==> config.mk <==
export PLATFORM = sky130hd
export DESIGN_NAME = uart_rx_ctrl
export DESIGN_NICKNAME = d
export VERILOG_FILES = /design/src/rtl/uart_rx_ctrl.sv
export SDC_FILE = /design/constraint.sdc
export NUM_CORES = 1
export LEC_CHECK = 0
export CORE_ASPECT_RATIO = 1.2
export CORE_UTILIZATION = 48
export CTS_CLUSTER_DIAMETER = 200
export DETAILED_ROUTE_END_ITERATION = 16
export PLACE_DENSITY = 0.73
export SLEW_MARGIN = 20
export SYNTH_ARGS = -nofsm -noshare
export SYNTH_HDL_FRONTEND = slang
export SYNTH_SLANG_ARGS = --single-unit
export TNS_END_PERCENT = 50
==> constraint.sdc <==
create_clock -name clk_i -period 1.7 [get_ports clk_i]
set_input_delay 0.34 -clock clk_i [delete_from_list [all_inputs] [get_ports clk_i]]
set_output_delay 0.34 -clock clk_i [all_outputs]
set_load 0.05 [all_outputs]
==> src/rtl/uart_rx_ctrl.sv <==
// uart_rx_ctrl: oversampled UART receiver presenting characters on a valid/ready output.
// Define UART_RX_PARITY_EN to add the parity bit check and the parity_odd_i input.
module uart_rx_ctrl #(
    parameter int DATA_BITS   = 8,
    parameter int OVERSAMPLE  = 16,
    parameter int SYNC_STAGES = 2
) (
    input  logic                 clk_i,
    input  logic                 rst_i,
    input  logic                 rx_i,
    input  logic                 baud_tick_i,
    input  logic                 ready_i,
`ifdef UART_RX_PARITY_EN
    input  logic                 parity_odd_i,
`endif
    output logic [DATA_BITS-1:0] data_o,
    output logic                 valid_o,
    output logic                 frame_err_o,
    output logic                 parity_err_o,
    output logic                 overrun_o,
    output logic                 busy_o
);
    localparam int TW = $clog2(OVERSAMPLE);
    localparam int BW = $clog2(DATA_BITS);
    localparam logic [TW-1:0] HALF = TW'(OVERSAMPLE / 2 - 1);
    localparam logic [TW-1:0] FULL = TW'(OVERSAMPLE - 1);
    localparam logic [BW-1:0] LAST = BW'(DATA_BITS - 1);

    typedef enum logic [2:0] {IDLE, START, DATA, PARITY, STOP} state_e;
`ifdef UART_RX_PARITY_EN
    localparam state_e AFTER_DATA = PARITY;
`else
    localparam state_e AFTER_DATA = STOP;
`endif

    state_e                 state_q;
    logic [SYNC_STAGES-1:0] sync_q;
    logic [TW-1:0]          tick_q;
    logic [BW-1:0]          bit_q;
    logic [DATA_BITS-1:0]   shift_q;
    logic [DATA_BITS-1:0]   data_q;
    logic                   rxs;
    logic                   rxs_prev_q;
    logic                   armed_q;
    logic                   mid;
    logic                   par_err_q;
    logic                   valid_q;
    logic                   ferr_q;
    logic                   perr_q;
    logic                   overrun_q;

    assign rxs = sync_q[SYNC_STAGES-1];
    // Start samples at half a bit after detect; every later sample is a full bit apart.
    assign mid = (state_q == START) ? (tick_q == HALF) : (tick_q == FULL);

    always_ff @(posedge clk_i) begin
        if (rst_i) begin
            sync_q     <= '1;
            rxs_prev_q <= 1'b1;
            armed_q    <= 1'b0;
            state_q    <= IDLE;
            tick_q     <= '0;
            bit_q      <= '0;
            shift_q    <= '0;
            par_err_q  <= 1'b0;
            data_q     <= '0;
            valid_q    <= 1'b0;
            ferr_q     <= 1'b0;
            perr_q     <= 1'b0;
            overrun_q  <= 1'b0;
        end else begin
            sync_q    <= {sync_q[SYNC_STAGES-2:0], rx_i};
            overrun_q <= 1'b0;
            if (valid_q && ready_i) valid_q <= 1'b0;
            if (baud_tick_i) begin
                rxs_prev_q <= rxs;
                tick_q     <= (state_q == IDLE || mid) ? '0 : tick_q + 1'b1;
                case (state_q)
                    IDLE: begin
                        if (armed_q && rxs_prev_q && !rxs) begin
                            armed_q <= 1'b0;
                            state_q <= START;
                        end else if (rxs) begin
                            armed_q <= 1'b1;
                        end
                    end
                    START: if (mid) state_q <= rxs ? IDLE : DATA;
                    DATA: begin
                        if (mid) begin
                            shift_q <= {rxs, shift_q[DATA_BITS-1:1]};
                            bit_q   <= (bit_q == LAST) ? '0 : bit_q + 1'b1;
                            if (bit_q == LAST) state_q <= AFTER_DATA;
                        end
                    end
`ifdef UART_RX_PARITY_EN
                    PARITY: begin
                        if (mid) begin
                            par_err_q <= ^shift_q ^ rxs ^ parity_odd_i;
                            state_q   <= STOP;
                        end
                    end
`endif
                    STOP: begin
                        if (mid) begin
                            state_q <= IDLE;
                            if (!valid_q || ready_i) begin
                                data_q  <= shift_q;
                                ferr_q  <= !rxs;
                                perr_q  <= par_err_q;
                                valid_q <= 1'b1;
                            end else begin
                                overrun_q <= 1'b1;
                            end
                        end
                    end
                    default: state_q <= IDLE;
                endcase
            end
        end
    end

    assign data_o       = data_q;
    assign valid_o      = valid_q;
    assign frame_err_o  = ferr_q;
    assign parity_err_o = perr_q;
    assign overrun_o    = overrun_q;
    assign busy_o       = (state_q != IDLE);
endmodule

# After elaboration in Yosys (flattened, before gate mapping)
# Index checks and enable logic that the tools add are counted.
# classes
add_sub_neg	2
eq_ne	11
n_mux	18
bitwise_logic	3
reduce_logical	15
# op_table
op	count
$mux W3	6
$pmux W3 S4	1
$mux W1	9
$ne A2 B2 Y1 const B	4
$eq A3 B3 Y1 const B	2
$reduce_and A3 Y1	2
$reduce_and A6 Y1	1
$add A4 B1 Y4 const B	1
$eq A4 B3 Y1 const B	1
$eq A4 B4 Y1 const B	1
$mux W4	1
$reduce_and A4 Y1	1
$reduce_or A4 Y1	1
$add A3 B1 Y3 const B	1
$eq A3 B1 Y1 const B	1
$eq A3 B2 Y1 const B	1
$logic_and A1 B1 Y1	3
$logic_not A3 Y1	1
$not A1 Y1	3
$reduce_bool A3 Y1	1
$logic_not A1 Y1	2
$logic_or A1 B1 Y1	2
$mux W2	1
$ne A2 B1 Y1 const B	1
$reduce_bool A2 Y1	1
# totals
register_bits	33
inputBits	5
out_inout_bits	13
elab_cells	60

# Logic depth before layout (Yosys ltp)
# Gate-level depths: netlist of run 1.
# logic_depth
word_depth	6
ltp_mapped	7

# Least setup slack after synthesis of run 1
# Ideal clock, no wire load.
# synth_path
path_type	reg-to-reg
start	reg tick_q[0]
end	reg state_q[2]
t_arrival_ns	1.599
path_slack_ns	0.033
stages_incl_launch_ff	7
n_path_buf	1
synth_period_minus_slack_ns	1.667
cell_sequence	dfxtp_1 > ha_1 > and3_1 > buf_6 > or4b_1 > a21o_1 > a21oi_2
# synth_between
elab_chain_len	4
elab_cells_between_ends	7
cone_classes	5 x eq/ne; 1 x mux; 1 x reduce/logical
# synth_rtl
item	line_no	rtl
start, declared	38	logic [TW-1:0] tick_q;
start signal, assigned	77	tick_q <= (state_q == IDLE || mid) ? '0 : tick_q + 1'b1;
$eq A4 B4 Y1 or $eq A4 B3 Y1 (tied branches)	54	assign mid = (state_q == START) ? (tick_q == HALF) : (tick_q == FULL);
$mux W1 *	54	
$ne A2 B2 Y1 (no line)	n/a	
$reduce_and A6 Y1 (no line) *	n/a	
end signal, assigned	87	START: if (mid) state_q <= rxs ? IDLE : DATA;
end, declared	36	state_e state_q;
# Mark *: on every way between the ends. The rest lies on a longest branch, timed or not.
# A chain may end at the register's enable or synchronous reset.

# Worst setup path after layout of run 1
# Ends and elaborated chain as after synthesis.

==> out/qor.tcl, run 1 <==
set qor(proportion_of_synthesized_area_in_mux_cells_pct) 12.0
set qor(first_global_vias) 996
set qor(yosysTopAreaCell) {sky130_fd_sc_hd__dfxtp_1}
set qor(die_w_um) 51.5
set qor(period_share_pct) 96.0
set qor(synth_edf_count) 0
set qor(drv_slew) 0
set qor(cts_inserted_buffers) 5
set qor(cts.sink_count) 33
set qor(postSynth.asyncResetShare_pct) 0
set qor(top_level_ports) 18
set qor(critical_path.startpoint) {tick_q[0]}
set qor(kind_of_cell_adding_the_most_delay_to_the_critical_path) {simple AND/OR/NAND/NOR gates}
set qor(endpoint_kind) {flop}
set qor(report.final.setup_viol) 0
set qor(timing_hold_violations_final) 0
set qor(finish.net_count) 180
set qor(total_power_uw) 1580
set qor(detailed_placer_s_ending_hpwl_um) 1970
set qor(die_area_um2) 3160
set qor(timing.critical_path.arrival_ps) 1910
set qor(htreeDepth) 2
set qor(avgSynthCellArea_um2) 9.54
set qor(dpl-instance-area_um2) 1630
set qor(min_path_type) {flop to flop}
set qor(postLayoutSetupSlackWorst_ps) 68.7
set qor(fin_area_um2) 1750
set qor(max_freq_ghz) 0.613
set qor(detail_route.vias_per_cell) 5.39
set qor(grt_overflow_total) 0
set qor(power.static_leakage_uw) 0.000814
set qor(syn_to_final_growth_pct) 23.6
set qor(met3_length_um) 86
set qor(global_route_wire_length_before_repair_um) 4150
set qor(synth.cell_area_um2) 1410
set qor(synth_seq_cells) 33
set qor(tritoncts) {built}
set qor(critical_path.cell_chain) {ha_1 > and3_2 > or4b_1 > a21o_1 > a21oi_2}
set qor(vdd_drop_max_mv) 0.872
set qor(sequential_cell_area_um2) 664
set qor(yosys.area_share.xor_xnor_pct) 0
set qor(synthTopCellsByArea) {sky130_fd_sc_hd__dfxtp_1 47%, sky130_fd_sc_hd__mux2i_1 12%, sky130_fd_sc_hd__nor2_1 5.6%, sky130_fd_sc_hd__a21oi_1 3.5%, sky130_fd_sc_hd__ha_1 2.7%}
set qor(clk_latency_ps) 340
set qor(fraction_of_the_mapped_netlist_area_in_compound_gates_pct) 9.12
set qor(critPathLaunchType) {flop}
set qor(critical_path.max_stage_delay_ps) 470
set qor(grt_max_degree) 12
set qor(floorplan.rows) 21
set qor(initial_antenna_violation_count) 0
set qor(worstReg2RegStart) {tick_q[0]}
set qor(critical_path_required_ps) 1980
set qor(cts_max_path_buffers) 2
set qor(internal_power_uw) 1270
set qor(wl_met2_um) 1420
set qor(pre_repair_dr_iteration_count) 4
set qor(worst_path_max_delay_cell) {sky130_fd_sc_hd__or4b_1}
set qor(route.top_layer_used) {met4}
set qor(combinational_family_with_the_most_area_after_synthesis) {simple AND/OR/NAND/NOR gates}
set qor(multi_input_area_um2) 693
set qor(critical_path_buf_inv_count) 0
set qor(drive_gt1_share_pct) 25.4
set qor(dp_worst_setup_slack_ps) -161
set qor(numPortBuffers) 16
set qor(yosys.cell_count.top_type) {sky130_fd_sc_hd__dfxtp_1}
set qor(final_wirelength_um) 2720
set qor(clk_pin_slew_ps) 110
set qor(avgRoutedWirePerCell_um) 13.1
set qor(synthesized_instance_count) 148
set qor(period_minus_slack_ps) 1630
set qor(switching_share_pct) 19.8
set qor(cts_root_buffer) {sky130_fd_sc_hd__clkbuf_4}
set qor(synth_top_cells_by_count) {33 x sky130_fd_sc_hd__dfxtp_1, 21 x sky130_fd_sc_hd__nor2_1, 17 x sky130_fd_sc_hd__mux2i_1, 10 x sky130_fd_sc_hd__a21oi_1, 7 x sky130_fd_sc_hd__nand2_1}
set qor(power.density_nw_per_um2) 905
set qor(diodes) 0
set qor(vias) 1115
set qor(maximum_fanout_along_the_worst_path) 4
set qor(critical_path_class) {flop to flop}
set qor(power.net_switching_uw) 312
set qor(synth_top_cell_area_share_pct) 46.8
set qor(gp_congestion) 0.797
set qor(final_antenna_net_count) 0
set qor(timing.clock.skew_ps) 13.6
set qor(design.core.area_um2) 2790
set qor(outcome) {completed}
set qor(syn_nets) 156
set qor(pwr-share-comb_pct) 4.4
set qor(globalRouteTotalUtil_pct) 18.6
set qor(fillCellCount) 234
set qor(routed_metal_1_wirelength_um) 1170
set qor(synth.distinct_cells) 41
set qor(synthFlopType) {sky130_fd_sc_hd__dfxtp_1}
set qor(synth-seq-area-share_pct) 46.8
set qor(seq_power_share_pct) 49.8
set qor(die-height_um) 61.4
set qor(hold-worst-slack_ps) 417
set qor(detail_route.iter0.violations) 28
set qor(synth_warnings) 0
set qor(synth_simple_gate_area_share_pct) 24.4
set qor(reported_max_cap_violation_count) 0
set qor(starting_density_of_the_core_pct) 50.7
set qor(hold_wc_startpoint) {sync_q[0]}
set qor(synth_adder_area_share_pct) 2.66
set qor(clockPowerShare_pct) 45.9
set qor(drc) 0
logic make-up (layout without fill, tap and decap cells):
logic type      Yosys count  count (layout)
simple gates             61              61
flops                    33              33
compound gates           20              20
mux                      17              17
buf+inv                  13              38
fa+ha+maj                 3               3
other cells               1               1
area by class of cell:
type | instances | area share [%]
inverters | 1 | 0.215
well taps | 34 | 2.44
flip-flops and latches | 33 | 38.0
repair buffers | 29 | 13.8
multi-input cells | 102 | 39.7
clock inverters | 3 | 3.72
clock buffers | 5 | 2.15
registers in the layout, indices dropped and copies added (netlist names):
| name | cells |
|---|---|
| rxs_prev_q | 1 |
| frame_err_o | 1 |
| armed_q | 1 |
| sync_q | 2 |
| overrun_o | 1 |
| state_q | 3 |
| shift_q | 8 |
| bit_q | 3 |
| valid_o | 1 |
| data_o | 8 |
| tick_q | 4 |
placed cells by master, fill, tap and decap left out, types with 4 or more instances in the layout:
master                            instances
sky130_fd_sc_hd__dfxtp_1                 30
sky130_fd_sc_hd__buf_4                   24
sky130_fd_sc_hd__nor2_1                  21
sky130_fd_sc_hd__mux2i_1                 17
sky130_fd_sc_hd__a21oi_1                 10
sky130_fd_sc_hd__nand2_1                  7
sky130_fd_sc_hd__nand2b_1                 5
sky130_fd_sc_hd__clkbuf_4                 5
sky130_fd_sc_hd__clkdlybuf4s50_1          4
stage by stage:
stage	TNS [ps]	instances	utilization [%]
3_5_place_dp	-1560	198	58.4
2_1_floorplan	0	148	-
5_1_grt	-0.921	207	62.7
3_3_place_gp	-853	198	58.4
4_1_cts	0	206	62.3
6_report	0	207	62.7
power by group through the flow:
stage	sequential, uW	clock (uW)	combinational, uW
finish	786	725	69.2
global route	787	776	74.8
CTS	786	742	69.2
detailed placement	803	0	68.8
global placement	803	0	66.7
floorplan	800	0	44.1
repair_timing:
item,in CTS,in global routing
endpoints found under the setup margin,1,8
pin swaps,0,0
setup buffers,0,1
gates resized for setup,2,4
hold buffers,0,0
final timing paths:
path / to / slack, ps / depth (start not counted)
setup / recovery: state_q[2] / 70 / 5
hold / removal: sync_q[1] / 420 / 1
setup reg to reg: state_q[2] / 70 / 5
hold reg to reg: sync_q[1] / 420 / 1
layer usage:
layer	vias up	GRT usage, %
met5	-	0
met4	0	8.11
met3	5	7.41
met2	20	34.5
met1	522	18.2
li1	568	-
(Power assumes the default switching activity.)
==> run 2: changes to the inputs <==
--- a/config.mk
+++ b/config.mk
@@ -7,6 +7,7 @@
 export LEC_CHECK = 0
 export CORE_ASPECT_RATIO = 1.2
 export CORE_UTILIZATION = 48
+export CTS_BUF_LIST = sky130_fd_sc_hd__clkbuf_16
 export CTS_CLUSTER_DIAMETER = 200
 export DETAILED_ROUTE_END_ITERATION = 16
 export PLACE_DENSITY = 0.73
==> constraint.sdc (replaced) <==
create_clock -name clk_i -period 1.44 [get_ports clk_i]
set_input_delay 0.288 -clock clk_i [delete_from_list [all_inputs] [get_ports clk_i]]
set_output_delay 0.288 -clock clk_i [all_outputs]
set_load 0.05 [all_outputs]
==> run 2 against run 1 <==
  * The run now ends with setup timing left
  * Cell count grew 7.7%
  * Highest routed layer unchanged
  * Largest power group is now the clock network
  * Largest cell class unchanged
  * Flip-flop and latch count is the same
  * Hold slack got worse by 11 ps
==> out/qor.tcl, run 2 (synthesized netlist as in run 1, its figures left out) <==
set qor(top_level_ports) 18
set qor(power.density_nw_per_um2) 1050
set qor(detail_route.iter0.violations) 21
set qor(vdd_drop_max_mv) 1.26
set qor(pwr-share-comb_pct) 4.3
set qor(globalRouteTotalUtil_pct) 24.4
set qor(timing.clock.skew_ps) 2.98
set qor(rsz0062_at_grt) {yes}
set qor(critPathLaunchType) {flop}
set qor(critical_path.cell_chain) {ha_4 > buf_4 > and4b_1 > or4_1 > a21oi_1}
set qor(diodes) 0
set qor(report.final.setup_viol) 15
set qor(timing.critical_path.arrival_ps) 1750
set qor(detail_route.vias_per_cell) 5.39
set qor(power.net_switching_uw) 455
set qor(cts_max_path_buffers) 2
set qor(syn_to_final_growth_pct) 51.0
set qor(drc) 0
set qor(timing_hold_violations_final) 0
set qor(max_freq_ghz) 0.650
set qor(pre_repair_dr_iteration_count) 4
set qor(reported_max_cap_violation_count) 0
set qor(period_share_pct) 107
set qor(endpoint_kind) {flop}
set qor(numPortBuffers) 16
set qor(internal_power_uw) 1780
set qor(detailed_placer_s_ending_hpwl_um) 2380
set qor(postLayoutSetupSlackWorst_ps) -99.2
set qor(drive_gt1_share_pct) 35.4
set qor(crit_path_end) {state_q[0]}
set qor(layout.cells.most_common) {sky130_fd_sc_hd__dfxtp_1}
set qor(vias) 1203
set qor(hold-worst-slack_ps) 406
set qor(clockPowerShare_pct) 54.4
set qor(initial_antenna_violation_count) 0
set qor(clk_latency_ps) 280
set qor(fillCellCount) 196
set qor(worstReg2RegStart) {tick_q[0]}
set qor(worstReg2RegEnd) {state_q[0]}
set qor(maximum_fanout_along_the_worst_path) 5
set qor(gp_congestion) 0.817
set qor(critical_path_cell_count) 5
set qor(critical_path_class) {flop to flop}
set qor(drv_slew) 0
set qor(cts.sink_count) 33
set qor(sequential_cell_area_um2) 672
set qor(htreeDepth) 2
set qor(postLayoutCoreUtil_pct) 76.6
set qor(reg2reg_depth) 5
set qor(starting_density_of_the_core_pct) 50.7
set qor(clk_pin_slew_ps) 60
set qor(design.core.area_um2) 2790
set qor(grt_max_degree) 13
set qor(critical_path.startpoint) {tick_q[0]}
set qor(cts_hold_buf) 0
set qor(kind_of_cell_adding_the_most_delay_to_the_critical_path) {simple AND/OR/NAND/NOR gates}
set qor(die_area_um2) 3160
set qor(tritoncts) {built}
set qor(grt_overflow_total) 0
set qor(critical_path_buf_inv_count) 1
set qor(final_wirelength_um) 3520
set qor(final_cell_mix) {28 x sky130_fd_sc_hd__dfxtp_1, 24 x sky130_fd_sc_hd__buf_4, 21 x sky130_fd_sc_hd__nor2_1}
set qor(outcome) {finished with violations}
set qor(avgRoutedWirePerCell_um) 15.8
set qor(cts_inserted_buffers) 5
set qor(period_minus_slack_ps) 1540
set qor(first_global_vias) 1171
set qor(global_route_wire_length_before_repair_um) 5350
set qor(final_antenna_net_count) 0
set qor(cts_root_buffer) {sky130_fd_sc_hd__clkbuf_16}
set qor(die-height_um) 61.4
set qor(reg2reg_setup_slack_ps) -100
set qor(die_w_um) 51.5
set qor(critical_path_required_ps) 1650
set qor(violations) {setup timing}
set qor(floorplan.rows) 21
set qor(critical_path.max_stage_delay_ps) 480
set qor(finish.net_count) 196
set qor(seq_power_share_pct) 41.3
set qor(multi_input_area_um2) 733
set qor(worst_path_max_delay_cell) {sky130_fd_sc_hd__or4_1}
set qor(min_path_type) {flop to flop}
set qor(power.static_leakage_uw) 0.000950
set qor(switching_share_pct) 20.4
## run 2: cell types whose count changed in the layout (fill, tap and decap cells not counted), sizes merged
| cell | change |
|---|---|
| bufinv | -1 |
| buf | +16 |
| clkinvlp | +1 |
| dlygate4sd2 | +1 |
| clkdlybuf4s50 | -1 |
## run 2: power groups by stage
stage,sequential [uW],clock [uW],combinational [uW]
finish,924,1220,97.1
global route,924,1280,104
CTS,927,1240,91.4
detailed placement,946,0,90.2
global placement,946,0,87.3
floorplan,944,0,52.4
## run 2: worst register-to-register path: cells and delay by family (launching register included)
kind	cells	cell delay [ps]
compound gates	1	130
simple gates	2	710
buf+inv	1	140
flops	1	340
fa+ha+maj	1	160
## run 2: final cells by class
cell class	instances	area share, %
Clock buffer	5	5.87
Sequential cell	33	31.5
Tap cell	34	1.99
Inverter	1	0.176
Multi-Input combinational cell	102	34.4
Timing Repair Buffer	45	23.9
Clock inverter	3	2.17
## run 2: timing repair
item                                    4_1_cts  5_1_grt
pin swaps                                     5        9
endpoints found under the hold margin         0        0
endpoints found under the setup margin       21       23
resized for setup                             8       12
buffers inserted                              1        3
## run 2: stage by stage
step	total power [uW]	setup WS, ps	cells	setup TNS [ps]	instance area, um^2
after global placement	1030	-248	212	-4380	1880
after detailed placement	1040	-311	212	-5930	1880
final	2240	-99.2	223	-772	2130
after CTS	2260	-89.0	221	-579	2080
after global routing	2310	-147	223	-1750	2130
after floorplan	997	-122	148	-286	1440
## run 2: layer usage
metal	GRT usage [%]	routed length [um]
met4	13.9	49
met2	46.4	1990
met3	6.91	95
met1	23.5	1390
met5	0	0
## run 2: worst min path at each step
stage,to,startpoint,cells past startpoint,slack (ps)
finish,sync_q[1],sync_q[0],1,410
global route,sync_q[1],sync_q[0],1,420
detailed placement,sync_q[1],sync_q[0],1,400
CTS,sync_q[1],sync_q[0],1,410
floorplan,rxs_prev_q,rst_i,1,390
global placement,sync_q[1],sync_q[0],1,390
